--- src/rtl/pc_sequencer.sv ---
// -----------------------------------------------------------------------------
// pc_sequencer
//   Fetch-stage controller. Owns the architectural PC and drives the shared PC
//   adder (base + offset). It issues fetch requests over a valid/ready
//   handshake. Each cycle it picks one of: sequential advance, a
//   branch/JAL/JALR redirect, or trap entry. Events that arrive while a request
//   is waiting to be accepted are held until the handshake.
//
// Ports
//   i_clock, i_reset        clock; synchronous active-high reset
//   i_stall                 blocks issuing new fetches (ignored while holding)
//   i_redirect*             redirect request and its operands from execute
//   i_trap                  trap entry request, overrides redirect
//   o_alu*, i_aluResult     operands to / sum from the shared PC adder
//   o_fetchValid/Addr,
//   i_fetchReady            instruction memory request handshake
//   o_misaligned            one-cycle pulse for a dropped misaligned redirect
// -----------------------------------------------------------------------------
module pc_sequencer #(
    parameter logic [31:0] RESET_VECTOR = 32'h0000_0000,
    parameter logic [31:0] TRAP_VECTOR  = 32'h0000_0100
) (
    input  logic        i_clock,
    input  logic        i_reset,
    input  logic        i_stall,
    input  logic        i_redirect,
    input  logic        i_redirectJalr,
    input  logic [31:0] i_redirectPc,
    input  logic [31:0] i_redirectImm,
    input  logic [31:0] i_redirectReg,
    input  logic        i_trap,
    output logic [1:0]  o_aluOp,
    output logic [31:0] o_aluPc,
    output logic [31:0] o_aluImm,
    output logic [31:0] o_aluReg,
    input  logic [31:0] i_aluResult,
    output logic        o_fetchValid,
    output logic [31:0] o_fetchAddr,
    input  logic        i_fetchReady,
    output logic        o_misaligned
);

    typedef enum logic [1:0] {
        S_BOOT = 2'd0,
        S_RUN  = 2'd1,
        S_HOLD = 2'd2
    } state_t;

    state_t      r_state;
    state_t      w_stateNext;
    logic [31:0] r_pc;
    logic [31:0] r_pendPc;
    logic        r_pendValid;
    logic        r_pendTrap;
    logic        r_misaligned;

    logic [31:0] w_pcNext;
    logic [31:0] w_pendPcNext;
    logic        w_pendValidNext;
    logic        w_pendTrapNext;

    logic [31:0] w_target;
    logic [31:0] w_pcPlus4;
    logic [31:0] w_seqPc;
    logic        w_active;
    logic        w_trapEv;
    logic        w_redirEv;
    logic        w_misaligned;
    logic        w_handshake;

    // PC adder drive: redirect operands when redirecting, otherwise PC + 4.
    always_comb begin
        if (i_redirect) begin
            o_aluOp = {i_redirectJalr, 1'b1};
            o_aluPc = i_redirectPc;
        end else begin
            o_aluOp = 2'b00;
            o_aluPc = r_pc;
        end
    end

    assign o_aluImm     = i_redirectImm;
    assign o_aluReg     = i_redirectReg;
    assign o_fetchAddr  = r_pc;
    assign o_misaligned = r_misaligned;

    // JALR rule: bit 0 of the sum is always cleared.
    assign w_target    = i_aluResult & ~32'd1;
    assign w_active    = (r_state != S_BOOT);
    assign w_trapEv    = w_active & i_trap;
    assign w_redirEv   = w_active & i_redirect & ~i_trap & ~w_target[1];
    assign w_misaligned = w_active & i_redirect & ~i_trap & w_target[1];
    assign w_handshake = o_fetchValid & i_fetchReady;

    // When the shared adder is busy with a dropped (misaligned) redirect, the
    // sequential PC + 4 still has to be available for a same-cycle handshake,
    // so a private incrementer covers that one case.
    assign w_pcPlus4 = r_pc + 32'd4;
    assign w_seqPc   = i_redirect ? w_pcPlus4 : i_aluResult;

    // State register
    always_ff @(posedge i_clock) begin
        if (i_reset) begin
            r_state      <= S_BOOT;
            r_pc         <= RESET_VECTOR;
            r_pendValid  <= 1'b0;
            r_pendTrap   <= 1'b0;
            r_misaligned <= 1'b0;
        end else begin
            r_state      <= w_stateNext;
            r_pc         <= w_pcNext;
            r_pendValid  <= w_pendValidNext;
            r_pendTrap   <= w_pendTrapNext;
            r_misaligned <= w_misaligned;
        end
    end

    // Pending target is qualified by r_pendValid, so it needs no reset.
    always_ff @(posedge i_clock) begin
        r_pendPc <= w_pendPcNext;
    end

    // Next-state logic
    always_comb begin
        w_stateNext = r_state;
        case (r_state)
            S_BOOT: w_stateNext = S_RUN;
            S_RUN: begin
                // A redirected request is replaced, not held.
                if (!w_trapEv && !w_redirEv && o_fetchValid && !i_fetchReady)
                    w_stateNext = S_HOLD;
            end
            S_HOLD: begin
                if (w_handshake)
                    w_stateNext = S_RUN;
            end
            default: w_stateNext = S_BOOT;
        endcase
    end

    // Output logic
    always_comb begin
        case (r_state)
            S_RUN:   o_fetchValid = ~i_stall;
            S_HOLD:  o_fetchValid = 1'b1;
            default: o_fetchValid = 1'b0;
        endcase
    end

    // PC and pending-event update
    always_comb begin
        w_pcNext        = r_pc;
        w_pendPcNext    = r_pendPc;
        w_pendValidNext = r_pendValid;
        w_pendTrapNext  = r_pendTrap;
        case (r_state)
            S_RUN: begin
                if (w_trapEv)
                    w_pcNext = TRAP_VECTOR;
                else if (w_redirEv)
                    w_pcNext = w_target;
                else if (w_handshake)
                    w_pcNext = w_seqPc;
            end
            S_HOLD: begin
                if (w_handshake) begin
                    w_pendValidNext = 1'b0;
                    w_pendTrapNext  = 1'b0;
                    if (w_trapEv)
                        w_pcNext = TRAP_VECTOR;
                    else if (w_redirEv)
                        w_pcNext = w_target;
                    else if (r_pendValid)
                        w_pcNext = r_pendPc;
                    else
                        w_pcNext = w_seqPc;
                end else if (w_trapEv) begin
                    w_pendValidNext = 1'b1;
                    w_pendTrapNext  = 1'b1;
                    w_pendPcNext    = TRAP_VECTOR;
                end else if (w_redirEv && !(r_pendValid && r_pendTrap)) begin
                    // A pending trap is never displaced by a later redirect.
                    w_pendValidNext = 1'b1;
                    w_pendTrapNext  = 1'b0;
                    w_pendPcNext    = w_target;
                end
            end
            default: ;
        endcase
    end

endmodule

--- config.mk ---
export PLATFORM = sky130hd
export DESIGN_NAME = pc_sequencer
export DESIGN_NICKNAME = d
export VERILOG_FILES = /design/src/rtl/pc_sequencer.sv
export SDC_FILE = /design/constraint.sdc
export NUM_CORES = 1
export LEC_CHECK = 0
export ABC_AREA = 1
export CAP_MARGIN = 15
export CORE_UTILIZATION = 42
export CTS_BUF_LIST = sky130_fd_sc_hd__clkbuf_4 sky130_fd_sc_hd__clkbuf_8
export CTS_CLUSTER_DIAMETER = 100
export DETAILED_ROUTE_END_ITERATION = 8
export HOLD_SLACK_MARGIN = 0.12
export PLACE_DENSITY = 0.82
export SYNTH_ARGS = -nofsm -noshare
export SYNTH_HDL_FRONTEND = slang
export SYNTH_SLANG_ARGS = --single-unit
--- constraint.sdc ---
create_clock -name i_clock -period 3.6 [get_ports i_clock]
set_clock_uncertainty 0.05 [all_clocks]
set_input_delay 1.08 -clock i_clock [delete_from_list [all_inputs] [get_ports i_clock]]
set_output_delay 1.08 -clock i_clock [all_outputs]
set_load 0.05 [all_outputs]
==> results.ini, run 1 <==
[hold_path]
hold_end = r_pendValid
worstHoldPathCells = 2
hold_class = register to register
min_from = r_pendValid

[layout]
drive_above_1_share = 0.09791
syn_to_final_growth_pct = 30.15
postLayoutCellArea_um2 = 6848
seq_area_um2 = 1672
fill_cells = 1157
multiInputGateArea_um2 = 2625
antenna_cells = 0
final_util = 0.5654
fin_nets = 1044

[clocking]
cts-root-buf = clkbuf_8
clock_latency_ps = 360
cts_tree = built
cts_buffers = 9
cts_hold_repair.buffers = 0
clk_pin_slew_worst_paths_ps = 60
cts.sinks = 68
cts_buffer_depth = 2
post-cts-setup-buffers = 0
ctsResizeCount = 0
h-tree-depth = 3

[outcome]
status = complete, no violations

[logic_synthesis]
synth_top_cells_by_count = nand2_1 (250), nor2_1 (123), inv_1 (83)
avgSynthCellArea_um2 = 6.226
yosysTopAreaCell = nand2_1
synth_fp_nets = 985
yosysSeqAreaShare = 0.3177
ys.flop_type = dfxtp_1
synth_warnings = 0
yosysMostFrequentCell = nand2_1
synth_cell_types = 32
netlist_area_um2 = 5261
syn_inst = 845
synth_edf_count = 31
synth_top_area_share = 0.1784
ys_async_sr_fraction = 0
synth.area.top_cells = nand2_1 (18%), edfxtp_1 (18%), dfxtp_1 (14%)
synth-seq-cells = 68

[run]
maxCapViolCount = 0

[setup_path]
cp.arrival_ps = 1990
cp-end-kind = primary output
r2r_setup_slack_ps = 1090
critical_path.cell_chain = buf_2 -> buf_12 -> o21ai_0 -> buf_12
crit_fanout = 53
cp_slowest_cell = o21ai_0
cp_common_cell = buf_12
cpPeakStageDelay_ps = 380
r2r_end = o_fetchAddr[7]
setup.worst_path.class = primary input to primary output
crit_path_start_kind = primary input
cp_data_required_time_ps = 2470
r2r_cells = 10
timing.rr.start = r_state[0]

[global_routing]
grt_pass1_vias = 4951
antenna_found_initial = 0
grt-ovfl-total = 0
grt_usage = 0.2563
grt_max_degree = 54
grt_pass1_wl_mm = 25.75

[drt]
drt_pass1_iterations = 5
drt-met1-wl_mm = 6.638
wl_per_cell_um = 15.41
wl_mm = 16.60
met2_length_mm = 7.428
final_antenna_net_count = 0
top_layer_used = met4
drc_errors = 0
vias = 5554
wl_met3_mm = 1.959
drt_iter0_markers = 587
vias_per_cell = 5.157

[die]
rows = 40
num_io_pins = 267
die_x_um = 113.9
core-area_um2 = 12110
fp.dieArea_um2 = 12980
initial_core_util = 0.4344
die_h_um = 113.9

[timing]
hold_viol = 0
slew-limit-headroom = 0.6126
finalCriticalPeriod_ps = 3122
setup_viol = 0
period_share = 0.8672
max_freq_mhz = 320.3
grt_setup_unrepaired = no
slew_viol_final = 0
tightest_slew_ps = 579.2
setup-tns-final_ps = 0
setup_ws_ps = 478.1

[placed_design]
dp_hpwl_mm = 12.46
place.gp.congestion = 0.9570
portBuffers = 138
place_ws_ps = 395.2
dpl_cell_area_um2 = 6646

[pwr]
finalPower_mw = 4.341
vdd_drop_max_mv = 0.2644
p_leak_nw = 2.861
cellPowerDensity_nw_per_um2 = 633.9

[worst max-delay path, delay by kind of cell]
family / cells / cell delay [ps]
compound gates: 1 / 380
buf+inv: 3 / 500
[layout by cell type (no fill, tap or decap), types with 4 or more instances in the layout]
cell type / n
buf_4: 11
ha_1: 5
inv_1: 83
buf_12: 35
nand2_1: 250
clkinv_2: 4
dfxtp_1: 37
nand3_1: 39
o21ai_1: 31
nor2_1: 122
a22oi_1: 7
clkbuf_8: 11
edfxtp_1: 31
or2_2: 13
a21oi_1: 66
xor2_1: 5
clkdlybuf4s50_1: 102
o21ai_0: 32
[area by class of cell]
class | instances | share of cell area
multi-input cells | 588 | 0.3833
repair buffers | 149 | 0.2642
flip-flops and latches | 68 | 0.2441
inverters | 88 | 0.04824
well taps | 168 | 0.03070
clock buffers | 11 | 0.02211
clock inverters | 5 | 0.007309
[flip-flops by register name, indices dropped and copies added (netlist names)]
| register | flops |
|---|---|
| r_pendTrap | 1 |
| r_state | 2 |
| r_pendPc | 31 |
| r_pendValid | 1 |
| o_fetchAddr | 32 |
| o_misaligned | 1 |
[per-layer routing]
metal / up-vias / global-route usage
met3: 50 / 0.06217
li1: 2720 / -
met1: 2444 / 0.3397
met2: 340 / 0.3980
met4: 0 / 0.1091
met5: - / 0
[metrics by stage]
stage	hold slack [ps]	cells
2_1_floorplan	408.1	845
3_3_place_gp	428.5	1061
3_5_place_dp	438.5	1061
4_1_cts	447.9	1077
5_1_grt	484.3	1077
6_report	448.9	1077
[worst max path at each step]
stage | startpoint | to | depth (start not counted)
finish | i_redirect | o_aluPc[31] | 4
global route | i_redirect | o_aluPc[31] | 4
CTS | i_redirect | o_aluPc[31] | 4
detailed placement | i_stall | o_fetchAddr[7] | 12
global placement | i_stall | o_fetchAddr[9] | 12
floorplan | i_redirect | o_aluPc[0] | 3
[power by group]
group	internal, mW	leakage, nW	switching (mW)
clock	0.353	0.109	0.295
combinational	0.844	2.17	1.62
sequential	1.01	0.583	0.217
total	2.21	2.86	2.13
[cells by family (layout without fill, tap and decap cells)]
| logic type | count (synthesis) | in the layout | synth area share |
|---|---|---|---|
| fa+ha+maj | 5 | 5 | 0.01189 |
| buf+inv | 189 | 253 | 0.1838 |
| xor+xnor | 5 | 5 | 0.008323 |
| simple gates | 436 | 436 | 0.3375 |
| compound gates | 142 | 142 | 0.1408 |
| flops | 68 | 68 | 0.3177 |
Note: power is estimated with default switching activity, not from simulation.
==> inputs of run 2 (changes only) <==
Settings changed: CORE_ASPECT_RATIO set to 1.4.
==> results.ini, run 2 (synthesized netlist as in run 1, its figures left out) <==
[outcome]
status = complete, no violations

[pwr]
intPower_mw = 2.131  ; -3.4%
p_sw_frac = 0.4945  ; +0.002729
cellPowerDensity_nw_per_um2 = 621.2  ; -2.0%
finalPower_mw = 4.217  ; -2.9%
vdd_drop_max_mv = 0.4127  ; +56%
comb_power_share = 0.578  ; +0.010
p_switching_mw = 2.085  ; -2.3%
clkPwrFrac = 0.133  ; -0.016
p_seq_frac = 0.289  ; +0.007
p_leak_nw = 2.850  ; -0.41%

[timing]
tightest_slew_ps = 720.9  ; +141.6 ps
max_freq_mhz = 320.1  ; about the same
setup_viol = 0  ; unchanged
hold_viol = 0  ; unchanged
finalCriticalPeriod_ps = 3124  ; +2.412 ps
slew-limit-headroom = 0.5194  ; -0.09322
setup-tns-final_ps = 0  ; unchanged
grt_setup_unrepaired = no
period_share = 0.8679  ; about the same
slew_viol_final = 0  ; unchanged
setup_ws_ps = 475.7  ; -2.412 ps

[drt]
wl_mm = 16.65  ; +0.33%
drt_pass1_iterations = 5  ; unchanged
wl_met3_mm = 1.213  ; -38%
drt_iter0_markers = 505  ; -14%
drc_errors = 0  ; unchanged
top_layer_used = met4
wl_per_cell_um = 15.71  ; +1.9%
final_antenna_net_count = 0  ; unchanged
vias_per_cell = 5.158  ; about the same
met2_length_mm = 8.079  ; +8.8%
vias = 5468  ; -1.5%
drt-met1-wl_mm = 6.280  ; -5.4%

[global_routing]
antenna_found_initial = 0  ; unchanged
grt_max_degree = 88  ; +63%
grt_usage = 0.2605  ; +0.004132
grt-ovfl-total = 0  ; unchanged
grt_pass1_wl_mm = 25.63  ; -0.48%
grt_pass1_vias = 4909  ; -0.85%

[setup_path]
worst-path-buf-inv = 4  ; +1
setup.worst_path.class = primary input to primary output
crit_fanout = 87  ; +64%
cp_top_family = buffers and inverters
r2r_cells = 11  ; +1
cp_common_cell = nand2_1
critical_path.cell_chain = buf_2 -> buf_12 -> clkinv_1 -> nand2_1 -> nand2_1 -> buf_4
cp.depth = 6  ; +2
crit_path_start_kind = primary input
cp-end-kind = primary output
cp.arrival_ps = 1990  ; about the same
cp_slowest_cell = buf_12
cp_data_required_time_ps = 2470  ; about the same
cpPeakStageDelay_ps = 300  ; -80 ps
r2r_setup_slack_ps = 1290  ; +200 ps

[clocking]
cts-root-buf = clkbuf_8
cts_hold_repair.buffers = 0  ; unchanged
cts_tree = built
cts_buffers = 9  ; unchanged
cts.sinks = 68  ; unchanged
ctsResizeCount = 0  ; unchanged
clk_pin_slew_worst_paths_ps = 80  ; +20 ps
h-tree-depth = 3  ; unchanged
clock_latency_ps = 350  ; about the same
post-cts-setup-buffers = 0  ; unchanged
cts_buffer_depth = 2  ; unchanged

[run]
maxCapViolCount = 0  ; unchanged

[hold_path]
hold_class = register to register
worstHoldPathCells = 2  ; unchanged

[layout]
final_common_cell = nand2_1
postLayoutCellArea_um2 = 6788  ; -0.88%
fin_nets = 1045  ; +0.096%
fill_cells = 1186  ; +2.5%
antenna_cells = 0  ; unchanged
final_cell_mix = nand2_1 (250), nor2_1 (122), clkdlybuf4s50_1 (102), inv_1 (83), a21oi_1 (66)
largest_reg_flops = 32  ; unchanged
multiInputGateArea_um2 = 2625  ; unchanged
drive_above_1_share = 0.09890  ; +0.0009913
syn_to_final_growth_pct = 29.01
seq_area_um2 = 1672  ; unchanged

[die]
die_h_um = 134.4  ; +18%
rows = 48  ; +20%
num_io_pins = 267  ; unchanged
initial_core_util = 0.4294  ; -0.004969
fp.dieArea_um2 = 12980  ; about the same
die_x_um = 96.59  ; -15%
core-area_um2 = 12250  ; +1.2%

[placed_design]
place_ws_ps = 478.1  ; +82.91 ps
dpl_cell_area_um2 = 6619  ; -0.41%
portBuffers = 138  ; unchanged
place.gp.congestion = 0.9066  ; -5.3%
dp_hpwl_mm = 12.62  ; +1.3%

[run 2: area by class of cell]
class / instances / area share
repair buffers: 150 / 0.2658
well taps: 150 / 0.02765
flip-flops and latches: 68 / 0.2463
clock buffers: 13 / 0.02267
clock inverters: 3 / 0.002212
inverters: 88 / 0.04866
multi-input cells: 588 / 0.3867
[run 2: worst paths after layout]
check / from / end
max: i_redirect / o_aluPc[9]
min: r_pendValid / r_pendValid
max reg2reg: r_state[0] / o_fetchAddr[18]
min reg2reg: r_pendValid / r_pendValid
[run 2: stage by stage]
stage,utilization,cells,hold WS [ps]
CTS,0.5540,1060,444.1
floorplan,-,845,408.1
finish,0.5540,1060,446.0
global placement,0.5402,1044,437.8
global route,0.5540,1060,485.8
detailed placement,0.5402,1044,434.6
[run 2: worst min-delay path, stage by stage, from the launching register on]
cell and delay (ps):
dfxtp_1 330, nand2_1 70, a21oi_1 60
[run 2: power by group through the flow]
stage	combinational, mW	clock [mW]	sequential (mW)
after floorplan	1.39	0	1.54
after global placement	2.40	0	1.23
after detailed placement	2.43	0	1.23
after CTS	2.44	0.560	1.21
after global routing	2.63	0.596	1.24
final	2.44	0.560	1.22
[run 2: routing by layer]
metal	up-vias	GRT usage
met1	2411	0.3262
met2	250	0.4151
met5	-	0
li1	2724	-
met3	83	0.02834
met4	0	0.1716
==> inputs of run 3 (changes only) <==
Settings changed: ABC_CLOCK_PERIOD_IN_PS set to 3600.
==> results of run 3 <==
Final layout, timing and power as in run 2 (identical DEF).
==> RTL change 1 (flow settings as in run 1) <==
Re-encode `state_t` (3 states) as one-hot, 3 bits wide.
--- a/src/rtl/pc_sequencer.sv
+++ b/src/rtl/pc_sequencer.sv
@@ -40,10 +40,10 @@
     output logic        o_misaligned
 );
 
-    typedef enum logic [1:0] {
-        S_BOOT = 2'd0,
-        S_RUN  = 2'd1,
-        S_HOLD = 2'd2
+    typedef enum logic [2:0] {
+        S_BOOT = 3'b001,
+        S_RUN  = 3'b010,
+        S_HOLD = 3'b100
     } state_t;
 
     state_t      r_state;
Function: no difference found for any inputs over 4 cycles, from zero or initial values and one cycle with i_reset high; so few cycles prove little.
==> RTL change 1 against run 1 <==
Synthesized cell count shrank 5.0%. Die area shrank 1.4%. Wire length is 3.7% lower. Design area fell by 2.3%. Cell count is 5.3% lower. Global-route usage fell by 0.51 points. Synthesized area shrank 1.4%. Worst setup slack got worse by 0.063 ns. Sequential cell count grew 1. Critical endpoint is now o_aluPc[2].
Power is not compared: it rests on default switching activity, and its combinational part moved more than twofold at a synthesized area within 25%.
==> RTL change 1: results (changes against run 1) <==
metric	value	unit	change
worst slew pin tran	0.5570	ns	-0.02223 ns
core area	12010	sq um	-0.83%
Max FO, Critical Path	40		-25%
Critical Path AT	2.06	ns	+0.07 ns
Synth top cells by count	nand2_1 (224), nor2_1 (90), inv_1 (86)		
share of layout cells above drive strength 1	0.1134		+0.01549
Final #Nets	1004		-3.8%
Netlist cell types	35		+9.4%
Post-DP HPWL	12480	microns	+0.12%
YS warnings	0		unchanged
end of the critical path	o_aluPc[2]		
vias in the first global route	4738		-4.3%
Static Leak	2.632	nW	
drt first pass iters	6		+1
first-pass GRT wire length	24760	microns	-3.9%
reg2reg end	o_fetchAddr[18]$_SDFFE_PP0P_		
Worst Setup SP	i_redirect		
reg2reg setup slack	1.44	ns	+0.35 ns
post-CTS sizing	0		unchanged
syn_nets	939		-4.7%
clock transition at the registers of the reported paths	0.06	ns	about the same
drt first-iter violations	651		+11%
hold path startpoint	r_pendTrap$_SDFFE_PP0P_		
routed len/inst	15.68	microns	+1.7%
outcome	complete, no violations		
overall routing resource usage	0.2512		-0.005093
top post-synthesis cells by area	edfxtp_1 (18%), nand2_1 (16%), dfxtp_1 (15%)		
WL final	15990	microns	-3.7%
Post-CTS Setup Bufs	0		unchanged
largest net degree at the start of global routing	41		-24%
syn_area_per_cell	6.459	sq um	+3.7%
fillers	1142		-1.3%
worst r2r src	r_state[2]$_SDFFE_PP0P_		
routability-driven placement congestion ratio	0.9401		-1.8%
RTL change 1: changes by cell type after synthesis, sizes merged, moves of 7 or more:
cell	delta
nand2	-25
or2	-11
o22ai	+23
a22oi	-7
buf	+9
nor2	-16
clkbuf	-12
RTL change 1: area by class of cell:
class,instances,area (sq um),area share
inverter,90,337.8,0.05049
sequential,69,1692,0.2528
clock buffer,13,160.2,0.02393
timing repair buffer,152,1807,0.2700
multi-input combinational,546,2499,0.3734
clock inverter,3,12.51,0.001870
tap,147,183.9,0.02749
RTL change 1: through the flow:
stage | hold slack [ns] | instance area [sq um] | power [mW] | worst slack, ns
final | 0.4330 | 6691 | 2.202 | 0.4147
after global routing | 0.4574 | 6691 | 2.297 | 0.3220
after detailed placement | 0.4186 | 6519 | 1.652 | 0.4103
after CTS | 0.4285 | 6691 | 2.203 | 0.4091
after floorplan | 0.3905 | 5186 | 1.538 | -0.08263
after global placement | 0.4077 | 6519 | 1.646 | 0.4207
RTL change 1: critical path: stages:
cell and delay, ns:
buf_2 0.30, buf_12 0.24, nand2_1 0.08, o21ai_0 0.15
buf_12 0.19
RTL change 1: kinds of logic after synthesis:
group | synth area share
AOI/OAI and AO/OA | 0.1491
xor gates and xnor gates | 0.005067
adders and majority gates | 0.002412
buffers and inverters | 0.1920
DFF | 0.3262
and+or+nand+nor | 0.3252
RTL change 1: routing by layer:
layer  vias up  routed length, microns  track usage
li1       2635                       -            -
met1      2377                    6685       0.3317
met2       260                    7347       0.3935
met3        57                    1304      0.04124
met4         0                     652       0.1351
met5         -                       0            0
RTL change 1: power by group:
part           switching, mW  internal [mW]  total, mW
clock                  0.276          0.286      0.562
sequential            0.0423          0.854      0.896
combinational          0.451          0.293      0.743
==> RTL change 2 (flow settings as in run 1) <==
Made on the original files. The parameter `TRAP_VECTOR` goes from 32'h0000_0100 to 32'h000000C0.
--- a/src/rtl/pc_sequencer.sv
+++ b/src/rtl/pc_sequencer.sv
@@ -18,7 +18,7 @@
 // -----------------------------------------------------------------------------
 module pc_sequencer #(
     parameter logic [31:0] RESET_VECTOR = 32'h0000_0000,
-    parameter logic [31:0] TRAP_VECTOR  = 32'h0000_0100
+    parameter logic [31:0] TRAP_VECTOR  = 32'h000000C0
 ) (
     input  logic        i_clock,
     input  logic        i_reset,
Formal check against the unedited RTL: not equivalent (a bounded check fails within 4 cycles, from zero or initial values and one cycle with i_reset high).
==> RTL change 2 against run 1 <==
Total power rose by 7.2%. Sequential cell count did not move. Largest cell class unchanged. Worst setup slack got worse by 0.13 ns. Clock power rose by 3%. Design area rose by 1.9%. Wire length fell by 2.5%. Die area rose by 1.0%. Synthesized area rose by 1.1%.
==> RTL change 2: results (changes against run 1) <==
metric	value	unit	change
WL met2	7740	microns	+4.2%
Post-DP HPWL	11670	microns	-6.4%
Post-Route M1 WL	6226	microns	-6.2%
DR vias/cell	5.310		+3.0%
share of layout cells above drive strength 1	0.1336		+0.03565
Max FO, Critical Path	48		-9.4%
routability-driven placement congestion ratio	0.8837		-7.7%
Seq/Total Area, Yosys	0.3144		-0.003364
dpl ws	0.2628	ns	-0.1324 ns
metal3 WL	1770	microns	-9.6%
Top Layer Used	met5		
Netlist cell types	37		+16%
maximum VDD drop	0.5252	mV	+99%
top post-synthesis cells by area	edfxtp_1 (18%), nand2_1 (17%), dfxtp_1 (14%)		
WL final	16190	microns	-2.5%
fillers	1134		-2.0%
Synth top cells by count	nand2_1 (246), inv_1 (83), nor2_1 (71)		
initial antenna violation count	1		+1
overall routing resource usage	0.2545		-0.001874
vias in the first global route	5383		+8.7%
Static Leak	2.820	nW	-1.4%
drt first-iter violations	466		-21%
largest net degree at the start of global routing	49		-9.3%
Critical Path AT	2.12	ns	+0.13 ns
Post-DP Area	6778	sq um	+2.0%
worst slew pin tran	0.5383	ns	-0.04096 ns
outcome	complete, no violations		
switching share of power	0.4919		about the same
clock transition at the registers of the reported paths	0.08	ns	+0.02 ns
first-pass GRT wire length	26160	microns	+1.6%
detailed-route via count	5623		+1.2%
Mapped Cells	820		-3.0%
## RTL change 2: cell types whose count changed after synthesis, sizes merged, moves of 6 or more
cell,run 1,this run
nor3,1,7
a21oi,66,86
o21ai,63,56
nor2,127,79
o21a,0,8
## RTL change 2: power groups by stage
stage               Clock, mW  Combinational, mW  Sequential [mW]
floorplan                   0               1.55             1.60
global placement            0               2.68             1.25
detailed placement          0               2.72             1.26
CTS                     0.673               2.73             1.24
global route            0.701               2.92             1.27
finish                  0.668               2.74             1.25
## RTL change 2: final cells by class
type | count | area [sq um] | share of cell area
multi-input cells | 564 | 2680 | 0.3840
flip-flops and latches | 68 | 1672 | 0.2395
inverters | 87 | 329.1 | 0.04715
well taps | 168 | 210.2 | 0.03012
clock inverters | 4 | 48.80 | 0.006992
clock buffers | 12 | 152.6 | 0.02187
repair buffers | 156 | 1887 | 0.2703
## RTL change 2: final timing paths
| check | startpoint | end | slack (ns) | cells past startpoint |
|---|---|---|---|---|
| worst max register to register | r_state[0]$_SDFFE_PP0P_ | o_fetchAddr[4]$_SDFFE_PP0P_ | 1.22 | 12 |
| worst min-delay path | r_pendValid$_SDFFE_PP0P_ | r_pendValid$_SDFFE_PP0P_ | 0.44 | 2 |
| worst min register to register | r_pendValid$_SDFFE_PP0P_ | r_pendValid$_SDFFE_PP0P_ | 0.44 | 2 |
| worst max-delay path | i_redirect | o_aluPc[21] | 0.35 | 4 |
## RTL change 2: per-stage QoR
step	total power [mW]	hold WS, ns	util	setup TNS (ns)
3_5_place_dp	3.976	0.4245	0.5573	0
3_3_place_gp	3.936	0.4239	0.5573	0
4_1_cts	4.643	0.4369	0.5739	0
2_1_floorplan	3.151	0.4094	-	-1.849
5_1_grt	4.898	0.4537	0.5739	0
6_report	4.655	0.4395	0.5739	0
## RTL change 2: worst max-delay path: stages
cell and delay (ns):
buf_2 0.22, buf_12 0.23, o21ai_0 0.38, buf_12 0.19
## RTL change 2: routing by layer
layer / vias to the layer above / global-route usage
met4: 2 / 0.1004
met5: - / 0
li1: 2686 / -
met3: 54 / 0.05982
met2: 334 / 0.4444
met1: 2547 / 0.3006
## RTL change 2: cells by family (layout without fill, tap and decap cells)
family                   Yosys count  count (layout)  synth area share
buffers and inverters            188             259            0.1821
AO/OA/AOI/OAI                    162             162            0.1776
adder cells (fa/ha/maj)            5               5           0.01176
AND/OR/NAND/NOR                  390             390            0.3026
XOR/XNOR                           7               7           0.01153
flip-flops                        68              68            0.3144
